File: src/rtl/cache_fill_ctrl_if.sv
// Signal bundle shared by the fill controller, both caches' FSM-side write ports
// and the main-memory read port.
interface cache_fill_ctrl_if;
  logic        miss_I;
  logic [15:0] addr_I;
  logic        miss_D;
  logic [15:0] addr_D;
  logic [15:0] mem_data;
  logic        mem_valid;
  logic        mem_en;
  logic [15:0] mem_addr;
  logic [15:0] DataIn_FSM;
  logic [15:0] Addr_FSM;
  logic        Data_WE_I;
  logic        Data_WE_D;
  logic        MetaData_WE_I;
  logic        MetaData_WE_D;
  logic        busy;

  modport master (
    input  miss_I, addr_I, miss_D, addr_D, mem_data, mem_valid,
    output mem_en, mem_addr, DataIn_FSM, Addr_FSM,
           Data_WE_I, Data_WE_D, MetaData_WE_I, MetaData_WE_D, busy
  );

  modport slave (
    output miss_I, addr_I, miss_D, addr_D, mem_data, mem_valid,
    input  mem_en, mem_addr, DataIn_FSM, Addr_FSM,
           Data_WE_I, Data_WE_D, MetaData_WE_I, MetaData_WE_D, busy
  );
endinterface

File: src/rtl/cache_fill_ctrl.sv
// Shares one memory read port between I- and D-cache misses: round-robin grant,
// 8-word block streaming into the granted cache, then one metadata write.
module cache_fill_ctrl (
  input  logic              clk,
  input  logic              rst_n,
  cache_fill_ctrl_if.master bus
);

  typedef enum logic [1:0] {IDLE, FILL, META, HOLD} state_t;

  state_t      state_reg, state_next;
  logic        gnt_reg, gnt_next;
  logic        prio_d_reg, prio_d_next;
  logic [15:0] base_reg, base_next;
  logic [3:0]  iss_cnt_reg, iss_cnt_next;
  logic [3:0]  ret_cnt_reg, ret_cnt_next;
  logic        mem_en_reg, mem_en_next;
  logic [15:0] mem_addr_reg, mem_addr_next;

  logic        data_we;
  logic        meta_we;
  logic [15:0] addr_fsm;
  logic [2:0]  iss_idx_next;
  logic        pick_d;

  always_ff @(posedge clk or negedge rst_n) begin
    if (!rst_n) begin
      state_reg    <= IDLE;
      gnt_reg      <= 1'b0;
      prio_d_reg   <= 1'b1;
      base_reg     <= 16'h0000;
      iss_cnt_reg  <= 4'd0;
      ret_cnt_reg  <= 4'd0;
      mem_en_reg   <= 1'b0;
      mem_addr_reg <= 16'h0000;
    end else begin
      state_reg    <= state_next;
      gnt_reg      <= gnt_next;
      prio_d_reg   <= prio_d_next;
      base_reg     <= base_next;
      iss_cnt_reg  <= iss_cnt_next;
      ret_cnt_reg  <= ret_cnt_next;
      mem_en_reg   <= mem_en_next;
      mem_addr_reg <= mem_addr_next;
    end
  end

  // mem_en/mem_addr are registered, so the next request is computed one cycle
  // ahead: the grant itself loads word 0, and each FILL issue loads the next word.
  always_comb begin
    state_next    = state_reg;
    gnt_next      = gnt_reg;
    prio_d_next   = prio_d_reg;
    base_next     = base_reg;
    iss_cnt_next  = iss_cnt_reg;
    ret_cnt_next  = ret_cnt_reg;
    mem_en_next   = 1'b0;
    mem_addr_next = mem_addr_reg;
    data_we       = 1'b0;
    meta_we       = 1'b0;
    addr_fsm      = base_reg;
    iss_idx_next  = iss_cnt_reg[2:0] + 3'd1;
    pick_d        = bus.miss_D & (~bus.miss_I | prio_d_reg);

    case (state_reg)
      IDLE: begin
        if (bus.miss_I | bus.miss_D) begin
          gnt_next      = pick_d;
          base_next     = pick_d ? {bus.addr_D[15:4], 4'h0} : {bus.addr_I[15:4], 4'h0};
          prio_d_next   = ~pick_d;
          iss_cnt_next  = 4'd0;
          ret_cnt_next  = 4'd0;
          mem_en_next   = 1'b1;
          mem_addr_next = base_next;
          state_next    = FILL;
        end
      end

      FILL: begin
        if (iss_cnt_reg < 4'd8) begin
          iss_cnt_next  = iss_cnt_reg + 4'd1;
          mem_en_next   = (iss_cnt_reg < 4'd7);
          mem_addr_next = {base_reg[15:4], iss_idx_next, 1'b0};
        end
        if (bus.mem_valid) begin
          data_we      = 1'b1;
          addr_fsm     = {base_reg[15:4], ret_cnt_reg[2:0], 1'b0};
          ret_cnt_next = ret_cnt_reg + 4'd1;
          if (ret_cnt_reg == 4'd7) begin
            state_next  = META;
            mem_en_next = 1'b0;
          end
        end
      end

      META: begin
        meta_we    = 1'b1;
        state_next = HOLD;
      end

      // Lets the cache's registered metadata write retire before it re-probes.
      HOLD: begin
        state_next = IDLE;
      end

      default: begin
        state_next = IDLE;
      end
    endcase
  end

  assign bus.mem_en        = mem_en_reg;
  assign bus.mem_addr      = mem_addr_reg;
  assign bus.DataIn_FSM    = bus.mem_data;
  assign bus.Addr_FSM      = addr_fsm;
  assign bus.Data_WE_I     = data_we & ~gnt_reg;
  assign bus.Data_WE_D     = data_we &  gnt_reg;
  assign bus.MetaData_WE_I = meta_we & ~gnt_reg;
  assign bus.MetaData_WE_D = meta_we &  gnt_reg;
  assign bus.busy          = (state_reg != IDLE);

endmodule

File: src/flat_wrapper.sv
// flat-port wrapper written by rule: the top's interface ports become plain ports
module cache_fill_ctrl_flat 
  (clk, rst_n, bus_miss_I, bus_addr_I, bus_miss_D, bus_addr_D, bus_mem_data, bus_mem_valid, bus_mem_en, bus_mem_addr, bus_DataIn_FSM, bus_Addr_FSM, bus_Data_WE_I, bus_Data_WE_D, bus_MetaData_WE_I, bus_MetaData_WE_D, bus_busy);
  cache_fill_ctrl_if bus_i ();
  input  logic clk;
  input  logic rst_n;
  input wire logic [$bits(bus_i.miss_I)-1:0] bus_miss_I;
  input wire logic [$bits(bus_i.addr_I)-1:0] bus_addr_I;
  input wire logic [$bits(bus_i.miss_D)-1:0] bus_miss_D;
  input wire logic [$bits(bus_i.addr_D)-1:0] bus_addr_D;
  input wire logic [$bits(bus_i.mem_data)-1:0] bus_mem_data;
  input wire logic [$bits(bus_i.mem_valid)-1:0] bus_mem_valid;
  output wire logic [$bits(bus_i.mem_en)-1:0] bus_mem_en;
  output wire logic [$bits(bus_i.mem_addr)-1:0] bus_mem_addr;
  output wire logic [$bits(bus_i.DataIn_FSM)-1:0] bus_DataIn_FSM;
  output wire logic [$bits(bus_i.Addr_FSM)-1:0] bus_Addr_FSM;
  output wire logic [$bits(bus_i.Data_WE_I)-1:0] bus_Data_WE_I;
  output wire logic [$bits(bus_i.Data_WE_D)-1:0] bus_Data_WE_D;
  output wire logic [$bits(bus_i.MetaData_WE_I)-1:0] bus_MetaData_WE_I;
  output wire logic [$bits(bus_i.MetaData_WE_D)-1:0] bus_MetaData_WE_D;
  output wire logic [$bits(bus_i.busy)-1:0] bus_busy;
  assign bus_i.miss_I = bus_miss_I;
  assign bus_i.addr_I = bus_addr_I;
  assign bus_i.miss_D = bus_miss_D;
  assign bus_i.addr_D = bus_addr_D;
  assign bus_i.mem_data = bus_mem_data;
  assign bus_i.mem_valid = bus_mem_valid;
  assign bus_mem_en = bus_i.mem_en;
  assign bus_mem_addr = bus_i.mem_addr;
  assign bus_DataIn_FSM = bus_i.DataIn_FSM;
  assign bus_Addr_FSM = bus_i.Addr_FSM;
  assign bus_Data_WE_I = bus_i.Data_WE_I;
  assign bus_Data_WE_D = bus_i.Data_WE_D;
  assign bus_MetaData_WE_I = bus_i.MetaData_WE_I;
  assign bus_MetaData_WE_D = bus_i.MetaData_WE_D;
  assign bus_busy = bus_i.busy;
  cache_fill_ctrl u_core (.clk(clk), .rst_n(rst_n), .bus(bus_i));
endmodule
File: config.mk
export PLATFORM = sky130hd
export DESIGN_NAME = cache_fill_ctrl_flat
export DESIGN_NICKNAME = d
export VERILOG_FILES = /design/src/rtl/cache_fill_ctrl_if.sv /design/src/rtl/cache_fill_ctrl.sv /design/src/flat_wrapper.sv
export SDC_FILE = /design/constraint.sdc
export NUM_CORES = 1
export LEC_CHECK = 0
export ABC_AREA = 1
export CORE_ASPECT_RATIO = 0.75
export CORE_MARGIN = 1
export CORE_UTILIZATION = 45
export CTS_BUF_LIST = sky130_fd_sc_hd__clkbuf_8
export DETAILED_ROUTE_END_ITERATION = 16
export PLACE_DENSITY_LB_ADDON = 0.05
export SYNTH_ARGS = -nofsm -noshare
export SYNTH_HDL_FRONTEND = slang
export SYNTH_SLANG_ARGS = --single-unit
File: constraint.sdc
create_clock -name clk -period 3.2 [get_ports clk]
set_input_delay 0.64 -clock clk [delete_from_list [all_inputs] [get_ports clk]]
set_output_delay 0.64 -clock clk [all_outputs]
set_load 0.02 [all_outputs]
==> report_table.html <==
<table>
<tr><th>Metric</th><th>Value</th></tr>
<tr><th colspan="2">Power and ir drop</th></tr>
<tr><td>Portion of total power attributed to combinational logic</td><td>57.6%</td></tr>
<tr><td>Internal power of the cells</td><td>roughly 1.5 mW</td></tr>
<tr><td>Static power due to leakage</td><td>between 1 and 1.5 nW</td></tr>
<tr><td>Total Power Consumption</td><td>~2.7 mW</td></tr>
<tr><td>Part of the total power dissipated in sequential elements</td><td>a little under a third</td></tr>
<tr><td>Reported net switching power</td><td>about 1.2 mW</td></tr>
<tr><td>Switching Share</td><td>45.0%</td></tr>
<tr><td>Ratio of total power to cell area</td><td>around 990 nW/um2</td></tr>
<tr><td>VDD IR max</td><td>between 0.4 and 0.5 mV</td></tr>
<tr><td>Clock share of power</td><td>roughly 11%</td></tr>
<tr><th colspan="2">Yosys</th></tr>
<tr><td>Part of the Yosys area used for sequential elements</td><td>about 44%</td></tr>
<tr><td>Largest area contributor in the netlist</td><td>dfrtp_1</td></tr>
<tr><td>Main area contributors after synthesis</td><td>dfrtp_1 (43%), nand2_1 (11%), nand3_1 (10%)</td></tr>
<tr><td>Count of unique library cells instantiated by Yosys</td><td>26</td></tr>
<tr><td>Number of synthesis warnings</td><td>0</td></tr>
<tr><td>Netlist Area Pre-Place</td><td>2110 um2</td></tr>
<tr><td>Number of storage elements in the synthesis netlist</td><td>37</td></tr>
<tr><td>Syn avg cell area</td><td>~8 um2</td></tr>
<tr><td>Cells after synthesis</td><td>about 270</td></tr>
<tr><td>Area fraction of the dominant cell type after synthesis</td><td>42.7%</td></tr>
<tr><th colspan="2">STA</th></tr>
<tr><td>Remaining max-slew budget at the tightest pin</td><td>between 40% and 50%</td></tr>
<tr><td>Achievable clock frequency</td><td>roughly 380 MHz</td></tr>
<tr><td>Minimum hold slack</td><td>around 0.46 ns</td></tr>
<tr><td>Setup tns final</td><td>0 ns</td></tr>
<tr><td>Final setup viols</td><td>0</td></tr>
<tr><td>Min setup slack post-route</td><td>0.542 ns</td></tr>
<tr><td>Measured slew at the worst slew-check pin</td><td>around 0.83 ns</td></tr>
<tr><td>Final-report hold violation count</td><td>0</td></tr>
<tr><td>Setup repair after global routing missed its margin</td><td>no</td></tr>
<tr><td>Setup clock skew after layout</td><td>0.00663 ns</td></tr>
<tr><td>Ratio of final minimum period to clock period</td><td>83.1%</td></tr>
<tr><td>Post-route minimum period</td><td>2.66 ns</td></tr>
<tr><td>Fin. max-slew vios</td><td>0</td></tr>
<tr><th colspan="2">Route</th></tr>
<tr><td>Detail-routed via count per cell</td><td>between 4 and 5</td></tr>
<tr><td>Detailed Routing Iterations Pass 1</td><td>4</td></tr>
<tr><td>Drt first-iter violations</td><td>87</td></tr>
<tr><td>Number of nets with antenna violations after detailed routing</td><td>0</td></tr>
<tr><td>Detailed-route via count</td><td>between 1500 and 2000</td></tr>
<tr><td>Total DRC errors in the routed layout</td><td>0</td></tr>
<tr><td>Per-cell routed wire length</td><td>about 13 um</td></tr>
<tr><td>Total Routed Length</td><td>4800 um</td></tr>
<tr><th colspan="2">GRT</th></tr>
<tr><td>Total global-route track usage</td><td>20.9%</td></tr>
<tr><td>Pin count of the biggest net entering global routing</td><td>38</td></tr>
<tr><td>First-pass GRT wire length</td><td>approximately 7700 um</td></tr>
<tr><td>Antenna violations before repair</td><td>0</td></tr>
<tr><td>Final global-route overflow total</td><td>0</td></tr>
<tr><td>Number of global-route vias before repair</td><td>~1500</td></tr>
<tr><th colspan="2">CTS</th></tr>
<tr><td>H-tree Lvls</td><td>2</td></tr>
<tr><td>CTS-repair resized insts</td><td>0</td></tr>
<tr><td>Post-CTS Setup Repair Bufs</td><td>0</td></tr>
<tr><td>Clk slew on worst S/H paths</td><td>about 0.070 ns</td></tr>
<tr><td>TritonCTS Buffers</td><td>5</td></tr>
<tr><td>Max Root-Sink Buffers</td><td>2</td></tr>
<tr><td>Post-CTS Hold Fix Bufs</td><td>0</td></tr>
<tr><td>Clock network latency to the later pin of the worst-skew pair</td><td>~0.28 ns</td></tr>
<tr><td>Clock tree root buffer cell</td><td>clkbuf_8</td></tr>
<tr><td>Number of clock sinks</td><td>37</td></tr>
<tr><td>TritonCTS clock tree</td><td>yes</td></tr>
<tr><th colspan="2">Cells and area</th></tr>
<tr><td>Final Instance Area</td><td>approximately 2700 um2</td></tr>
<tr><td>Growth of design area from synthesis to finish</td><td>28.1%</td></tr>
<tr><td>Final #Nets</td><td>368</td></tr>
<tr><td>Number of inserted filler cells in the final layout</td><td>~440</td></tr>
<tr><td>Ant. Diodes</td><td>0</td></tr>
<tr><td>Share of post-route cells with drive strength above 1</td><td>between 10 and 15%</td></tr>
<tr><th colspan="2">Critical path</th></tr>
<tr><td>Type of origin of the critical path</td><td>input pin</td></tr>
<tr><td>Data required time at the worst endpoint</td><td>~2.6 ns</td></tr>
<tr><td>Worst endpoint data arrival time</td><td>2.02 ns</td></tr>
<tr><td>Crit end category</td><td>output port</td></tr>
<tr><td>Crit Path Category</td><td>input pin to output port</td></tr>
<tr><td>Worst Path Max Fanout</td><td>6</td></tr>
<tr><th colspan="2">Placement</th></tr>
<tr><td>Gp weighted congestion</td><td>roughly 0.73</td></tr>
<tr><td>Placed standard-cell area</td><td>~2600 um2</td></tr>
<tr><td>Count of buffers from port buffering</td><td>64</td></tr>
<tr><td>Detailed Place HPWL</td><td>about 3300 um</td></tr>
<tr><td>Post-place setup slack</td><td>between 0.5 and 0.6 ns</td></tr>
<tr><th colspan="2">Floorplan</th></tr>
<tr><td>Initial cell density of the core</td><td>between 40% and 50%</td></tr>
<tr><td>Cell row count</td><td>21</td></tr>
<tr><td>Io pins</td><td>approximately 110</td></tr>
<tr><td>Area of the core</td><td>around 4500 um2</td></tr>
<tr><td>Die width</td><td>a little over 80 um</td></tr>
<tr><td>Die Ht</td><td>just over 60 um</td></tr>
<tr><td>Die outline area</td><td>just under 5000 um2</td></tr>
<tr><th colspan="2">Outcome</th></tr>
<tr><td>Outcome</td><td>complete, no violations</td></tr>
<tr><th colspan="2">Flow run</th></tr>
<tr><td>Number of max-cap violations</td><td>0</td></tr>
<tr><th colspan="2">Hold path</th></tr>
<tr><td>Tightest Hold Check Type</td><td>input pin to asynchronous set/reset pin</td></tr>
</table>
==> power by group through the flow <==
| stage | Clock [mW] | Sequential, mW | Combinational [mW] |
|---|---|---|---|
| finish | 0.302 | 0.833 | 1.54 |
| global route | 0.336 | 0.859 | 1.72 |
| CTS | 0.312 | 0.832 | 1.56 |
| detailed placement | 0 | 0.836 | 1.56 |
| global placement | 0 | 0.834 | 1.54 |
| floorplan | 0 | 1.01 | 0.846 |
==> final timing paths <==
path / startpoint / to / slack, ns / cells past startpoint
min in group clk: u_core.bus.mem_addr[4] / u_core.bus.mem_addr[4] / 0.48 / 2
max: bus_mem_valid / bus_Data_WE_I / 0.54 / 4
max reg2reg: u_core.state_reg[1] / u_core.bus.mem_addr[10] / 1.34 / 9
max in group asynchronous: rst_n / u_core.base_reg[10] / 2.22 / 1
min reg2reg: u_core.bus.mem_addr[4] / u_core.bus.mem_addr[4] / 0.48 / 2
min: rst_n / u_core.iss_cnt_reg[3] / 0.46 / 1
==> metrics by stage <==
step	cells	utilization, %
final	367	60.2
after global routing	367	60.2
after CTS	367	60.2
after detailed placement	359	58.4
after global placement	359	58.4
after floorplan	266	-
==> cells in the final DEF (no fill, tap or decap), types with 2 or more instances in the layout <==
cell and instances:
nor2_1 21, nand4_1 2, inv_1 15, clkbuf_8 5
dfrtp_1 36, clkdlybuf4s50_1 63, nand3_1 44, a31oi_1 12
ha_1 6, conb_1 2, nand2_1 64, or2_2 14
buf_4 3, o21ai_0 8, inv_2 3, nand2_2 2
==> worst max-delay path, cell delays in order <==
cell             delay [ns]
clkdlybuf4s50_1        0.49
nand2_1                0.15
nor2_1                 0.13
clkdlybuf4s50_1        0.61
==> cell families (layout without fill, tap and decap cells) <==
kind of cell / Yosys count / after routing / share of synthesized area, %
other: 1 / 2 / 0.178
AOI/OAI and AO/OA: 23 / 23 / 6.40
DFF: 37 / 37 / 43.9
adders and majority gates: 6 / 6 / 3.56
buffers and inverters: 47 / 91 / 13.4
and+or+nand+nor: 151 / 151 / 32.5
==> area by class of cell <==
class,instances,area [um2],area share [%]
Sequential cell,37,927,34.3
Clock buffer,5,68.8,2.55
Inverter,16,62.6,2.31
Multi-Input combinational cell,182,905,33.5
Tap cell,57,71.3,2.64
Clock inverter,3,11.3,0.416
Timing Repair Buffer,67,658,24.3
==> synth_stat cells <==
| cell | count |
|---|---|
| inv_1 | 12 |
| or2_2 | 14 |
| buf_6 | 2 |
| and3_1 | 1 |
| buf_2 | 5 |
| nand2_2 | 2 |
| o31ai_1 | 1 |
| dfrtp_1 | 36 |
| o21ai_1 | 1 |
| or2_0 | 1 |
| inv_2 | 3 |
| inv_4 | 1 |
| clkbuf_1 | 2 |
| nand2_1 | 64 |
| nand4_1 | 2 |
| buf_4 | 22 |
| a31oi_1 | 12 |
| conb_1 | 1 |
| o21ai_0 | 8 |
| nor2_4 | 1 |
| a21boi_0 | 1 |
| nor2_1 | 21 |
| dfstp_2 | 1 |
| nand2_4 | 1 |
| ha_1 | 6 |
| nand3_1 | 44 |
==> metal layers <==
metal / part of all wire, % / wire [um] / track usage (%) / vias to the layer above
met3: 7.4 / 353 / 6.81 / 4
met5: 0 / 0 / 0 / -
met1: 49 / 2360 / 29.2 / 808
met4: 0.13 / 6 / 4.59 / 0
met2: 43 / 2080 / 31.8 / 59
li1: - / - / - / 930
Power figures use the tool's default switching activity.
